**src/rtl/uart_tx_mmio_if.sv**
```systemverilog
// Store/read bus between the core's data path and the UART peripheral.
// The core drives the store strobe, address and data; the peripheral returns the status read.
interface uart_tx_mmio_if;
  logic        we;
  logic [4:0]  dir;
  logic [7:0]  wd;
  logic        rd_hit;
  logic [31:0] rd_data;

  modport master (output we, dir, wd, input rd_hit, rd_data);
  modport slave  (input we, dir, wd, output rd_hit, rd_data);
endinterface

```
**src/rtl/uart_tx_mmio.sv**
```systemverilog
// Memory-mapped 8N1 UART transmitter with a one-byte holding buffer; tx falls one cycle after the store.
// There is no backpressure: a store while the buffer is full is dropped and sets a sticky overflow flag.
module uart_tx_mmio #(
  parameter int         CLK_DIV     = 104,
  parameter logic [4:0] ADDR_DATA   = 5'd28,
  parameter logic [4:0] ADDR_STATUS = 5'd29
) (
  input  logic            clk,
  input  logic            reset,
  uart_tx_mmio_if.slave   bus,
  output logic            tx,
  output logic            busy
);

  localparam int BW = (CLK_DIV > 2) ? $clog2(CLK_DIV) : 1;
  localparam logic [BW-1:0] BTERM = BW'(CLK_DIV - 1);

  typedef enum logic [1:0] {IDLE, START, DATA, STOP} state_t;

  state_t        state, state_n;
  logic [BW-1:0] bcnt, bcnt_n;
  logic [2:0]    bidx, bidx_n;
  logic [7:0]    shift, shift_n;
  logic [7:0]    hold, hold_n;
  logic          hold_valid, hold_valid_n;
  logic          overflow, overflow_n;
  logic          tx_n;
  logic          load;
  logic          bterm;

  always_ff @(posedge clk) begin
    if (reset) begin
      state      <= IDLE;
      bcnt       <= '0;
      bidx       <= '0;
      shift      <= '0;
      hold       <= '0;
      hold_valid <= 1'b0;
      overflow   <= 1'b0;
      tx         <= 1'b1;
    end else begin
      state      <= state_n;
      bcnt       <= bcnt_n;
      bidx       <= bidx_n;
      shift      <= shift_n;
      hold       <= hold_n;
      hold_valid <= hold_valid_n;
      overflow   <= overflow_n;
      tx         <= tx_n;
    end
  end

  always_comb begin
    state_n      = state;
    bcnt_n       = bcnt;
    bidx_n       = bidx;
    shift_n      = shift;
    hold_n       = hold;
    hold_valid_n = hold_valid;
    overflow_n   = overflow;
    tx_n         = tx;
    load         = 1'b0;
    bterm        = (bcnt == BTERM);

    case (state)
      IDLE: load = hold_valid;
      START: begin
        if (bterm) begin
          bcnt_n  = '0;
          bidx_n  = '0;
          tx_n    = shift[0];
          state_n = DATA;
        end else begin
          bcnt_n = bcnt + BW'(1);
        end
      end
      DATA: begin
        if (bterm) begin
          bcnt_n = '0;
          if (bidx != 3'd7) begin
            shift_n = shift >> 1;
            tx_n    = shift[1];
            bidx_n  = bidx + 3'd1;
          end else begin
            tx_n    = 1'b1;
            state_n = STOP;
          end
        end else begin
          bcnt_n = bcnt + BW'(1);
        end
      end
      STOP: begin
        if (bterm) begin
          bcnt_n = '0;
          if (hold_valid) load = 1'b1;
          else            state_n = IDLE;
        end else begin
          bcnt_n = bcnt + BW'(1);
        end
      end
      default: state_n = IDLE;
    endcase

    // Loading frees the slot this same edge, so a store arriving now is still accepted.
    if (load) begin
      shift_n      = hold;
      hold_valid_n = 1'b0;
      bcnt_n       = '0;
      tx_n         = 1'b0;
      state_n      = START;
    end

    if (bus.we && bus.dir == ADDR_DATA) begin
      if (!hold_valid || load) begin
        hold_n       = bus.wd;
        hold_valid_n = 1'b1;
      end else begin
        overflow_n = 1'b1;
      end
    end

    if (bus.we && bus.dir == ADDR_STATUS && bus.wd[2]) overflow_n = 1'b0;
  end

  assign busy        = (state != IDLE) || hold_valid;
  assign bus.rd_hit  = (bus.dir == ADDR_STATUS);
  assign bus.rd_data = bus.rd_hit ? {29'b0, overflow, hold_valid, busy} : 32'd0;

endmodule

```
**src/flat_wrapper.sv**
```systemverilog
// flat-port wrapper written by rule: the top's interface ports become plain ports
module uart_tx_mmio_flat 
#(
  parameter int         CLK_DIV     = 104,
  parameter logic [4:0] ADDR_DATA   = 5'd28,
  parameter logic [4:0] ADDR_STATUS = 5'd29
)
  (clk, reset, tx, busy, bus_we, bus_dir, bus_wd, bus_rd_hit, bus_rd_data);
  uart_tx_mmio_if bus_i ();
  input  logic clk;
  input  logic reset;
  output logic tx;
  output logic busy;
  input wire logic [$bits(bus_i.we)-1:0] bus_we;
  input wire logic [$bits(bus_i.dir)-1:0] bus_dir;
  input wire logic [$bits(bus_i.wd)-1:0] bus_wd;
  output wire logic [$bits(bus_i.rd_hit)-1:0] bus_rd_hit;
  output wire logic [$bits(bus_i.rd_data)-1:0] bus_rd_data;
  assign bus_i.we = bus_we;
  assign bus_i.dir = bus_dir;
  assign bus_i.wd = bus_wd;
  assign bus_rd_hit = bus_i.rd_hit;
  assign bus_rd_data = bus_i.rd_data;
  uart_tx_mmio #(.CLK_DIV(CLK_DIV), .ADDR_DATA(ADDR_DATA), .ADDR_STATUS(ADDR_STATUS)) u_core (.clk(clk), .reset(reset), .bus(bus_i), .tx(tx), .busy(busy));
endmodule
```
**config.mk**
```make
export PLATFORM = sky130hd
export DESIGN_NAME = uart_tx_mmio_flat
export DESIGN_NICKNAME = d
export VERILOG_FILES = /design/src/rtl/uart_tx_mmio_if.sv /design/src/rtl/uart_tx_mmio.sv /design/src/flat_wrapper.sv
export SDC_FILE = /design/constraint.sdc
export NUM_CORES = 1
export LEC_CHECK = 0
export CORE_MARGIN = 2
export CORE_UTILIZATION = 35
export DETAILED_ROUTE_END_ITERATION = 12
export SYNTH_ARGS = -nofsm -noshare
export SYNTH_HDL_FRONTEND = slang
export SYNTH_SLANG_ARGS = --single-unit
```
**constraint.sdc**
```tcl
create_clock -name clk -period 2.2 [get_ports clk]
set_clock_uncertainty 0.2 [all_clocks]
set_input_delay 0.44 -clock clk [delete_from_list [all_inputs] [get_ports clk]]
set_output_delay 0.44 -clock clk [all_outputs]
set_load 0.005 [all_outputs]
```
==> results of run 1 <==
-- kinds of logic (layout without fill, tap and decap cells) --
kind of cell | after synthesis | count (layout) | synth area share (%)
other cells | 1 | 29 | 0.2060
flops | 31 | 31 | 34.09
buf+inv | 42 | 56 | 15.12
mux | 8 | 8 | 4.399
compound gates | 46 | 46 | 16.98
simple gates | 67 | 67 | 21.31
xor+xnor | 5 | 5 | 2.406
fa+ha+maj | 8 | 8 | 5.499
-- synth_stat cells, types with 2 or more instances --
master     n  area, um2
dfxtp_1   31      620.6
buf_4     29      217.7
a21oi_1   15      75.07
nor2_1    13      48.80
nand2_1   11      41.29
nand3_1   11      55.05
o21ai_0   10      50.05
ha_1       8      100.1
mux2i_1    8      80.08
a221oi_1   7      61.31
clkbuf_1   7      26.28
and2_1     4      25.02
nor4_1     4      25.02
and4b_1    3      30.03
inv_1      3      11.26
nand4b_1   3      26.28
nor2b_1    3      18.77
nor3_1     3      15.01
xnor2_1    3      26.28
a311oi_1   2      17.52
and3_1     2      12.51
nand2b_1   2      12.51
nand4_1    2      12.51
o211a_1    2      20.02
xor2_1     2      17.52
-- layer usage --
metal	track usage, %	vias to the layer above	wire [um]
met1	17.45	729	1840
met5	0	-	0
met3	3.791	6	184
met4	6.000	0	72
met2	20.71	43	1763
li1	-	781	-
-- flip-flops by register name (all words and copies together) (netlist names) --
name	flops
u_core.state	2
u_core.hold_valid	1
u_core.hold	8
u_core.bidx	3
u_core.shift	8
u_core.tx	1
u_core.overflow	1
u_core.bcnt	7
-- worst min path at each step --
| stage | start | to |
|---|---|---|
| after floorplan | u_core.bidx[1] | u_core.bidx[1] |
| after global placement | u_core.bidx[1] | u_core.bidx[1] |
| after detailed placement | u_core.shift[7] | u_core.shift[7] |
| after CTS | u_core.shift[7] | u_core.shift[7] |
| after global routing | u_core.shift[7] | u_core.shift[7] |
| final | u_core.shift[7] | u_core.shift[7] |
-- power by group --
group	leakage, nW	total, mW	switching, mW	internal [mW]
registers	0.250	0.584	0.00851	0.575
logic	0.627	0.243	0.119	0.124
clock network	0.0422	0.428	0.207	0.222
-- final cells by class --
| type | count | area [um2] |
|---|---|---|
| clock buffers | 7 | 76.32 |
| flip-flops and latches | 31 | 620.6 |
| well taps | 70 | 87.58 |
| fillers | 522 | 2841 |
| multi-input cells | 163 | 1037 |
| repair buffers | 44 | 391.6 |
| inverters | 4 | 15.01 |
| clock inverters | 1 | 5.005 |
-- repair_timing --
| item | CTS | global route |
|---|---|---|
| buffers inserted | 0 | 2 |
| endpoints found under the setup margin | 4 | 5 |
| hold endpoints to repair | 0 | 0 |
| gates resized for setup | 14 | 2 |
| pin swaps | 1 | 1 |
-- worst max-delay path: stages --
cell	delay, ns
clkdlybuf4s50_1	0.44
and4b_1	0.20
buf_4	0.14
and3_1	0.16
buf_2	0.12
-- through the flow --
| step | setup TNS (ns) | total power [mW] |
|---|---|---|
| 2_1_floorplan | 0 | 0.7473 |
| 3_3_place_gp | -1.078 | 0.8135 |
| 3_5_place_dp | -1.136 | 0.8152 |
| 4_1_cts | 0 | 1.251 |
| 5_1_grt | -0.01244 | 1.322 |
| 6_report | 0 | 1.255 |
==> impl_results.md, run 1 <==
* R2R cell count at 7
* Pre-CTS WS at -0.3235 ns
* FF-to-FF setup slack at 0.10 ns
* Grt total ovfl at 0
* Final slew viol count at 0
* Asr flop ratio synth at 0%
* Root Buffer: clkbuf_8
* Avg Vias per Cell at 4.872
* Critical Path Source: bus_dir[1]
* CP Data Arrival Time at 1.51 ns
* First-pass GRT wire length at 6361 um
* Crit path time final at 2.152 ns
* Final cell count without fillers at 320
* Worst skew pair latency at 0.28 ns
* Power Density at 562.0 nW/um2
* Final hold violation count at 0
* Total core area at 5075 um2
* Detailed Place HPWL at 2810 um
* DR vias at 1559
* Total wire length at 3861 um
* Critical Path RT at 1.56 ns
* Ports at 51
* Clock tree buffer depth at 2
* Area grow syn2layout at 22.68%
* CTS clock-pin slew for the worst setup and hold paths at 0.06 ns
* Finished Cell Area at 2233 um2
* Chip Height at 76.12 um
* Post-route ant nets at 0
* Syn Std Cell Area at 1820 um2
* Layout cells sized above 1 at 15.60%
* Commonest cells after routing, fill and taps aside: dfxtp_1 (31), conb_1 (29), buf_4 (21), clkdlybuf4s50_1 (17), a21oi_1 (15)
* Commonest non-fill, non-tap cell in the layout: dfxtp_1
* TritonCTS clock tree: built
* Static leakage at 0.9189 nW
* CP endpoint: bus_rd_data[1]
* Routability Congestion at 0.8117
* DR iter-0 viols at 67
* Hold WC Path Type: reg -> reg
* Cell Rows at 26
* Startpoint Class: primary input
* CP max FO at 4
* Cell total after placement at 310
* IO buf count at 21
* Util after Layout at 44.01%
* FMAX at 464.7 MHz
* Router iterations before antenna repair at 4
* Initial Util at 35.87%
* Mean area per synthesized cell at 8.752 um2
* Synth Register Bits at 31
* Worst hold slack at 0.2577 ns
* Critical Path End Type: primary output
* Top FF cell, synth: dfxtp_1
* Placed cell areas at 2146 um2
* Register area share after synthesis at 34.09%
* Clk sinks at 31
* Hold Path Cell Cnt at 2
* EDFF count, synth at 0
* Hold Buf Count CTS at 0
* Mapped Cells at 208
* H-tree depth at 2
* Reg-to-Reg Start: u_core.state[1]
* Die Width at 76.12 um
* Worst Setup Path Type: in -> out
* Max_cap viols at 0
* Period utilization at 97.81%
* Vias in the first global route at 1370
* Final setup margin at 0.04819 ns
* CTS buffer count at 5
* Outcome: complete, no violations
* YS warnings at 0
* Routed WL per cell at 12.07 um
* Antenna violations before repair at 0
* Global Route Usage Sum at 13.42%
* ANT cells at 0
* Residual DRC at 0
* Peak VDD IR at 0.2654 mV
* Die area at 5794 um2
* # setup viols final at 0
* Reg-to-reg critical path endpoint: u_core.state[1]
* Yosys cell types at 45
* Largest net degree at the start of global routing at 33
* Final nets at 273
No activity file was read; power rests on OpenSTA's default activity.
==> run 2, diff against run 1 <==
Settings changed: CORE_MARGIN 2 to default, PLACE_DENSITY from default to 0.64.
==> run 2 against run 1 <==
Maximum frequency is 0.24% lower; flip-flop and latch count unchanged; setup slack lost 0.0053 ns; critical path depth down 1; non-clock buffer count fell by 8; critical endpoint is now bus_rd_hit; wire length down 4.0%; clock-buffer cell count decreased by 1; power rose by 9.7%; cell area down 0.62%; first-iteration DRC count is 24% lower; largest power group unchanged.
==> impl_results.md, run 2 (same netlist as run 1, synthesis figures left out) <==
* Reg-to-Reg Start: u_core.state[1]
* Power Density at 620.2 nW/um2 (+10%)
* Met1 Track Usage GR at 20.00% (+2.6 points)
* Period utilization at 98.05% (+0.24 points)
* Power share of the clock group at 41.9% (+7.8 points)
* Avg Vias per Cell at 4.990 (+2.4%)
* Grt total ovfl at 0 (unchanged)
* CP endpoint: bus_rd_hit
* Initial Util at 37.55% (+1.7 points)
* Chip Height at 74.12 um (-2.6%)
* Cell Rows at 25 (-3.8%)
* Final cell count without fillers at 309 (-3.4%)
* TritonCTS clock tree: built
* Peak VDD IR at 0.3266 mV (+23%)
* Outcome: complete, no violations
* Commonest cells after routing, fill and taps aside: dfxtp_1 (30), conb_1 (29), a21oi_1 (15), clkdlybuf4s50_1 (15), nor2_1 (13)
* Detailed Place HPWL at 2750 um (-2.1%)
* Residual DRC at 0 (unchanged)
* Antenna violations before repair at 0 (unchanged)
* R2R cell count at 7 (unchanged)
* # setup viols final at 0 (unchanged)
* ANT cells at 0 (unchanged)
* Die area at 5494 um2 (-5.2%)
* Final slew viol count at 0 (unchanged)
* Area grow syn2layout at 21.92%
* Max_cap viols at 0 (unchanged)
* Net Sw Frac at 24.08% (-2.6 points)
* Seq pwr share at 42.7% (-3.8 points)
* Clock tree buffer depth at 2 (unchanged)
* Ports at 51 (unchanged)
* Static leakage at 0.9260 nW (+0.76%)
* Router iterations before antenna repair at 4 (unchanged)
* GRT busiest layer: met2
* Die Width at 74.12 um (-2.6%)
* Post-route ant nets at 0 (unchanged)
* CTS clock-pin slew for the worst setup and hold paths at 0.06 ns (about the same)
* Met2 Resource Use GR at 24.14% (+3.4 points)
* Vias in the first global route at 1436 (+4.8%)
* GR Util met3 at 3.659% (-0.13 points)
* Pint at 1.045 mW (+14%)
* Worst path slowest cell: clkdlybuf4s50_1
* CP cell instances: clkdlybuf4s50_1 -> and4b_1 -> and2_4 -> dlygate4sd2_1
* CTS buffer count at 5 (unchanged)
* Worst Setup Path Type: in -> out
* FF-to-FF setup slack at 0.15 ns (+0.05 ns)
* IO buf count at 21 (unchanged)
* Root Buffer: clkbuf_8
* Reg-to-reg critical path endpoint: u_core.hold[1]
* Largest net degree at the start of global routing at 33 (unchanged)
* Critical Path End Type: primary output
* Total core area at 4848 um2 (-4.5%)
* DR iter-0 viols at 51 (-24%)
* Max stage delay on crit path at 0.46 ns (+0.02 ns)
* Startpoint Class: primary input
* Clk sinks at 31 (unchanged)
* Worst skew pair latency at 0.28 ns (about the same)
* Global Route Usage Sum at 15.22% (+1.8 points)
* Hold WC Path Type: reg -> reg
* DR vias at 1542 (-1.1%)
* Final nets at 265 (-2.9%)
* Layout cells sized above 1 at 13.64% (-2.0 points)
* Total wire length at 3708 um (-4.0%)
* Critical Path Source: bus_dir[2]
* FMAX at 463.6 MHz (-0.24%)
* Routed WL per cell at 12.00 um (-0.54%)
* Biggest regs: u_core.hold: 8 flops, u_core.shift: 8 flops, u_core.bcnt: 7 flops
* Cell total after placement at 299 (-3.5%)
* First-pass GRT wire length at 6568 um (+3.3%)
* Routability Congestion at 0.8282 (+2.0%)
* Util after Layout at 45.78% (+1.8 points)
* Net Sw Power at 0.3315 mW (-0.94%)
* H-tree depth at 2 (unchanged)
* Critical Path RT at 1.56 ns (about the same)
* RSZ-0062 raised after global routing: true
* CP max FO at 3 (-1)
* Crit path time final at 2.157 ns (+0.005259 ns)
* Final hold violation count at 0 (unchanged)
* Commonest non-fill, non-tap cell in the layout: dfxtp_1
* CP Data Arrival Time at 1.52 ns (about the same)
* Combinational power share at 15.5% (-3.9 points)
-- run 2: critical path: cells and delay by family --
kind | cells | cell delay (ns)
simple gates | 2 | 0.39
buf+inv | 2 | 0.69
-- run 2: how the worst min path moves through the flow --
stage | from | to | slack [ns] | cells past startpoint
4_1_cts | u_core.shift[7] | u_core.shift[7] | 0.27 | 2
6_report | u_core.shift[7] | u_core.shift[7] | 0.26 | 2
3_5_place_dp | u_core.shift[7] | u_core.shift[7] | 0.26 | 2
5_1_grt | u_core.shift[7] | u_core.shift[7] | 0.28 | 2
2_1_floorplan | u_core.bidx[1] | u_core.bidx[1] | 0.24 | 2
3_3_place_gp | u_core.bidx[1] | u_core.bidx[1] | 0.25 | 2
-- run 2: through the flow --
stage	worst slack [ns]	hold WS, ns	area, um2	setup TNS, ns	total power [mW]
2_1_floorplan	0.06699	0.2356	1926	0	0.7473
3_3_place_gp	-0.3388	0.2473	2082	-1.146	0.7965
5_1_grt	-0.001086	0.2811	2220	-0.001086	1.449
4_1_cts	-0.05751	0.2658	2192	-0.05751	1.381
6_report	0.04293	0.2611	2220	0	1.377
3_5_place_dp	-0.3651	0.2564	2082	-1.287	0.7997
-- run 2: repair_timing --
item,in CTS,in global routing
setup endpoints to repair,5,7
setup buffers,0,2
gates cloned,0,0
gates resized for setup,13,6
hold buffers,0,0
pin swaps,0,1
-- run 2: cell type report --
type	instances	area, um2
fillers	483	2629
multi-input cells	163	1039
flip-flops and latches	31	624.3
repair buffers	36	340.3
well taps	67	83.83
clock buffers	6	82.58
clock inverters	2	35.03
inverters	4	15.01
-- run 2: power by group through the flow --
| stage | Combinational, mW | Clock [mW] | Sequential, mW |
|---|---|---|---|
| after floorplan | 0.151 | 0 | 0.596 |
| after global placement | 0.198 | 0 | 0.598 |
| after detailed placement | 0.202 | 0 | 0.598 |
| after CTS | 0.203 | 0.591 | 0.587 |
| after global routing | 0.241 | 0.619 | 0.589 |
| final | 0.213 | 0.576 | 0.587 |
-- run 2: per-layer routing --
layer	vias to the layer above	share of wire (%)	wire [um]
li1	765	-	-
met1	726	46	1690
met2	46	48	1782
met3	5	5.0	186
met4	0	1.3	48
met5	-	0	0
==> run 3, diff against run 2 <==
Settings changed: PLACE_DENSITY 0.64 to 0.62.
Clock period 2.2 ns to 2.6 ns, I/O delays scaled along.
==> run 3 against run 2 <==
Combinational power shrank 23%; first-iteration DRC count grew 14%; wire length shrank 0.94%; core utilization shrank 2.4 points; global-route usage shrank 0.11 points; power shrank 26%; critical path depth grew 1; via count shrank 4.6%; sequential power shrank 16%; cell area shrank 5.3%; clock-buffer cell count grew 1; final cell count shrank 2.3%; critical path type unchanged; largest power group unchanged; highest routed layer unchanged.
==> impl_results.md, run 3 (same netlist as run 1, synthesis figures left out) <==
* Outcome: complete, no violations
* Commonest cells after routing, fill and taps aside: dfxtp_1 (31), conb_1 (29), clkdlybuf4s50_1 (17), a21oi_1 (15), nor2_1 (13)
* Routed WL per cell at 12.16 um (+1.4%)
* Ports at 51 (unchanged)
* FMAX at 407.0 MHz
* Router iterations before antenna repair at 5 (+1)
* RSZ-0062 raised after global routing: false
* Initial Util at 37.55% (unchanged)
* Total wire length at 3673 um (-0.94%)
* Static leakage at 0.8628 nW (-6.8%)
* Met2 Resource Use GR at 23.64% (-0.51 points)
* # setup viols final at 0 (unchanged)
* CP cell instances: clkdlybuf4s50_1 -> and4b_1 -> buf_4 -> and3_1 -> dlygate4sd2_1
* Biggest regs: u_core.hold: 8 flops, u_core.shift: 8 flops, u_core.bcnt: 7 flops
* Combinational power share at 16.2% (+0.7 points)
* Max_cap viols at 0 (unchanged)
* Die Width at 74.12 um (unchanged)
* Tot Pwr at 1.017 mW (-26%)
* Peak VDD IR at 0.2449 mV (-25%)
* Die area at 5494 um2 (unchanged)
* Hold WC Path Type: reg -> reg
* Post-Route Setup TNS at 0 ns (unchanged)
* Startpoint Class: primary input
* Cell Rows at 25 (unchanged)
* Worst Setup Path Type: in -> out
* GRT busiest layer: met2
* Clk sinks at 31 (unchanged)
* Cell total after placement at 294 (-1.7%)
* Area of the multi-input gates at 1032 um2 (-0.60%)
* Crit path time final at 2.457 ns
* DR vias at 1471 (-4.6%)
* Max stage delay on crit path at 0.45 ns (about the same)
* Largest net degree at the start of global routing at 13 (-61%)
* Hold Buf Count CTS at 0 (unchanged)
* CP Data Arrival Time at 1.74 ns (+0.22 ns)
* Chip Height at 74.12 um (unchanged)
* Worst path slowest cell: clkdlybuf4s50_1
* Pint at 0.7507 mW (-28%)
* Critical Path RT at 1.88 ns (+0.32 ns)
* Util after Layout at 43.35% (-2.4 points)
* TritonCTS clock tree: built
* Reg-to-Reg Start: u_core.state[0]
* CP max FO at 4 (+1)
* Avg Vias per Cell at 4.871 (-2.4%)
* H-tree depth at 2 (unchanged)
* Clock tree buffer depth at 2 (unchanged)
* Area grow syn2layout at 15.46%
* Seq pwr share at 48.8% (+6.1 points)
* First-pass GRT wire length at 6403 um (-2.5%)
* Met1 Track Usage GR at 19.92% (-0.083 points)
* Period utilization at 94.49%
* Slew Limit Headroom at 66.64%
* Worst slew pin tran at 0.4988 ns
* Reg area at 620.6 um2 (-0.60%)
* IO buf count at 21 (unchanged)
* Worst skew pair latency at 0.28 ns (about the same)
* DR iter-0 viols at 58 (+14%)
* Total core area at 4848 um2 (unchanged)
* Vias in the first global route at 1363 (-5.1%)
* Grt total ovfl at 0 (unchanged)
* Power Density at 483.8 nW/um2 (-22%)
* GR Util met3 at 3.930% (+0.27 points)
* Commonest non-fill, non-tap cell in the layout: dfxtp_1
* Critical Path End Type: primary output
* Net Sw Power at 0.2663 mW (-20%)
* Global Route Usage Sum at 15.11% (-0.11 points)
* Layout cells sized above 1 at 8.085% (-5.6 points)
* Critical Path Source: bus_dir[1]
* Net Sw Frac at 26.19% (+2.1 points)
* Routability Congestion at 0.8450 (+2.0%)
* CTS clock-pin slew for the worst setup and hold paths at 0.06 ns (about the same)
* # fillers at 494 (+2.3%)
* Power share of the clock group at 35.0% (-6.9 points)
* Post-CTS setup buffer count at 0 (unchanged)
* ANT cells at 0 (unchanged)
* Final cell count without fillers at 302 (-2.3%)
* Post-route ant nets at 0 (unchanged)
* Final nets at 258 (-2.6%)
* Residual DRC at 0 (unchanged)
* Root Buffer: clkbuf_8
* CTS buffer count at 5 (unchanged)
* Final hold violation count at 0 (unchanged)
* Antenna violations before repair at 0 (unchanged)
* Detailed Place HPWL at 2737 um (-0.47%)
* Final slew viol count at 0 (unchanged)
* Worst hold start: u_core.bidx[1]
==> run 3: cell count changes in the layout (fill, tap and decap cells not counted), sizes merged <==
cell,before,now
dlygate4sd2,1,3
dlymetal6s2s,2,1
buf,17,8
clkdlybuf4s50,15,17
bufinv,1,0
==> run 3: power by group through the flow <==
| stage | Combinational [mW] | Clock [mW] | Sequential [mW] |
|---|---|---|---|
| finish | 0.165 | 0.356 | 0.496 |
| global route | 0.186 | 0.387 | 0.498 |
| CTS | 0.165 | 0.367 | 0.496 |
| detailed placement | 0.163 | 0 | 0.506 |
| global placement | 0.162 | 0 | 0.507 |
| floorplan | 0.128 | 0 | 0.504 |
==> run 3: what timing repair did <==
item | in CTS | in global routing
setup endpoints to repair | 3 | 1
resized for setup | 4 | 1
gates cloned | 0 | 0
endpoints found under the hold margin | 0 | 0
pin swaps | 1 | 1
==> run 3: path summary, 6_finish.rpt <==
path               endpoint  slack, ns  depth (start not counted)
min          u_core.bidx[1]       0.26                          2
max          bus_rd_data[1]       0.14                          5
max reg2reg       u_core.tx       0.21                          6
min reg2reg  u_core.bidx[1]       0.26                          2
==> run 3: metal layers <==
metal	up-vias	share of wire, %
met3	4	4.7
met2	41	45
li1	748	-
met4	0	1.2
met5	-	0
met1	678	49
==> run 3: per-stage QoR <==
step | area [um2] | hold WS (ns) | setup slack, ns
2_1_floorplan | 1926 | 0.2356 | 0.4670
3_3_place_gp | 2019 | 0.2445 | -0.07342
3_5_place_dp | 2019 | 0.2502 | -0.1116
4_1_cts | 2100 | 0.2578 | 0.03963
5_1_grt | 2102 | 0.2974 | 0.06787
6_report | 2102 | 0.2553 | 0.1432
==> run 3: layout make-up <==
class	count	share of cell area (%)
inverter	4	0.7143
sequential	31	29.52
clock buffer	7	3.631
timing repair buffer	29	12.80
tap	67	3.988
clock inverter	1	0.2381
multi-input combinational	163	49.11
==> run 3: worst max-delay path: cells and delay by family <==
kind	cells	cell delay [ns]
buffers and inverters	3	0.85
AND/OR/NAND/NOR	2	0.36
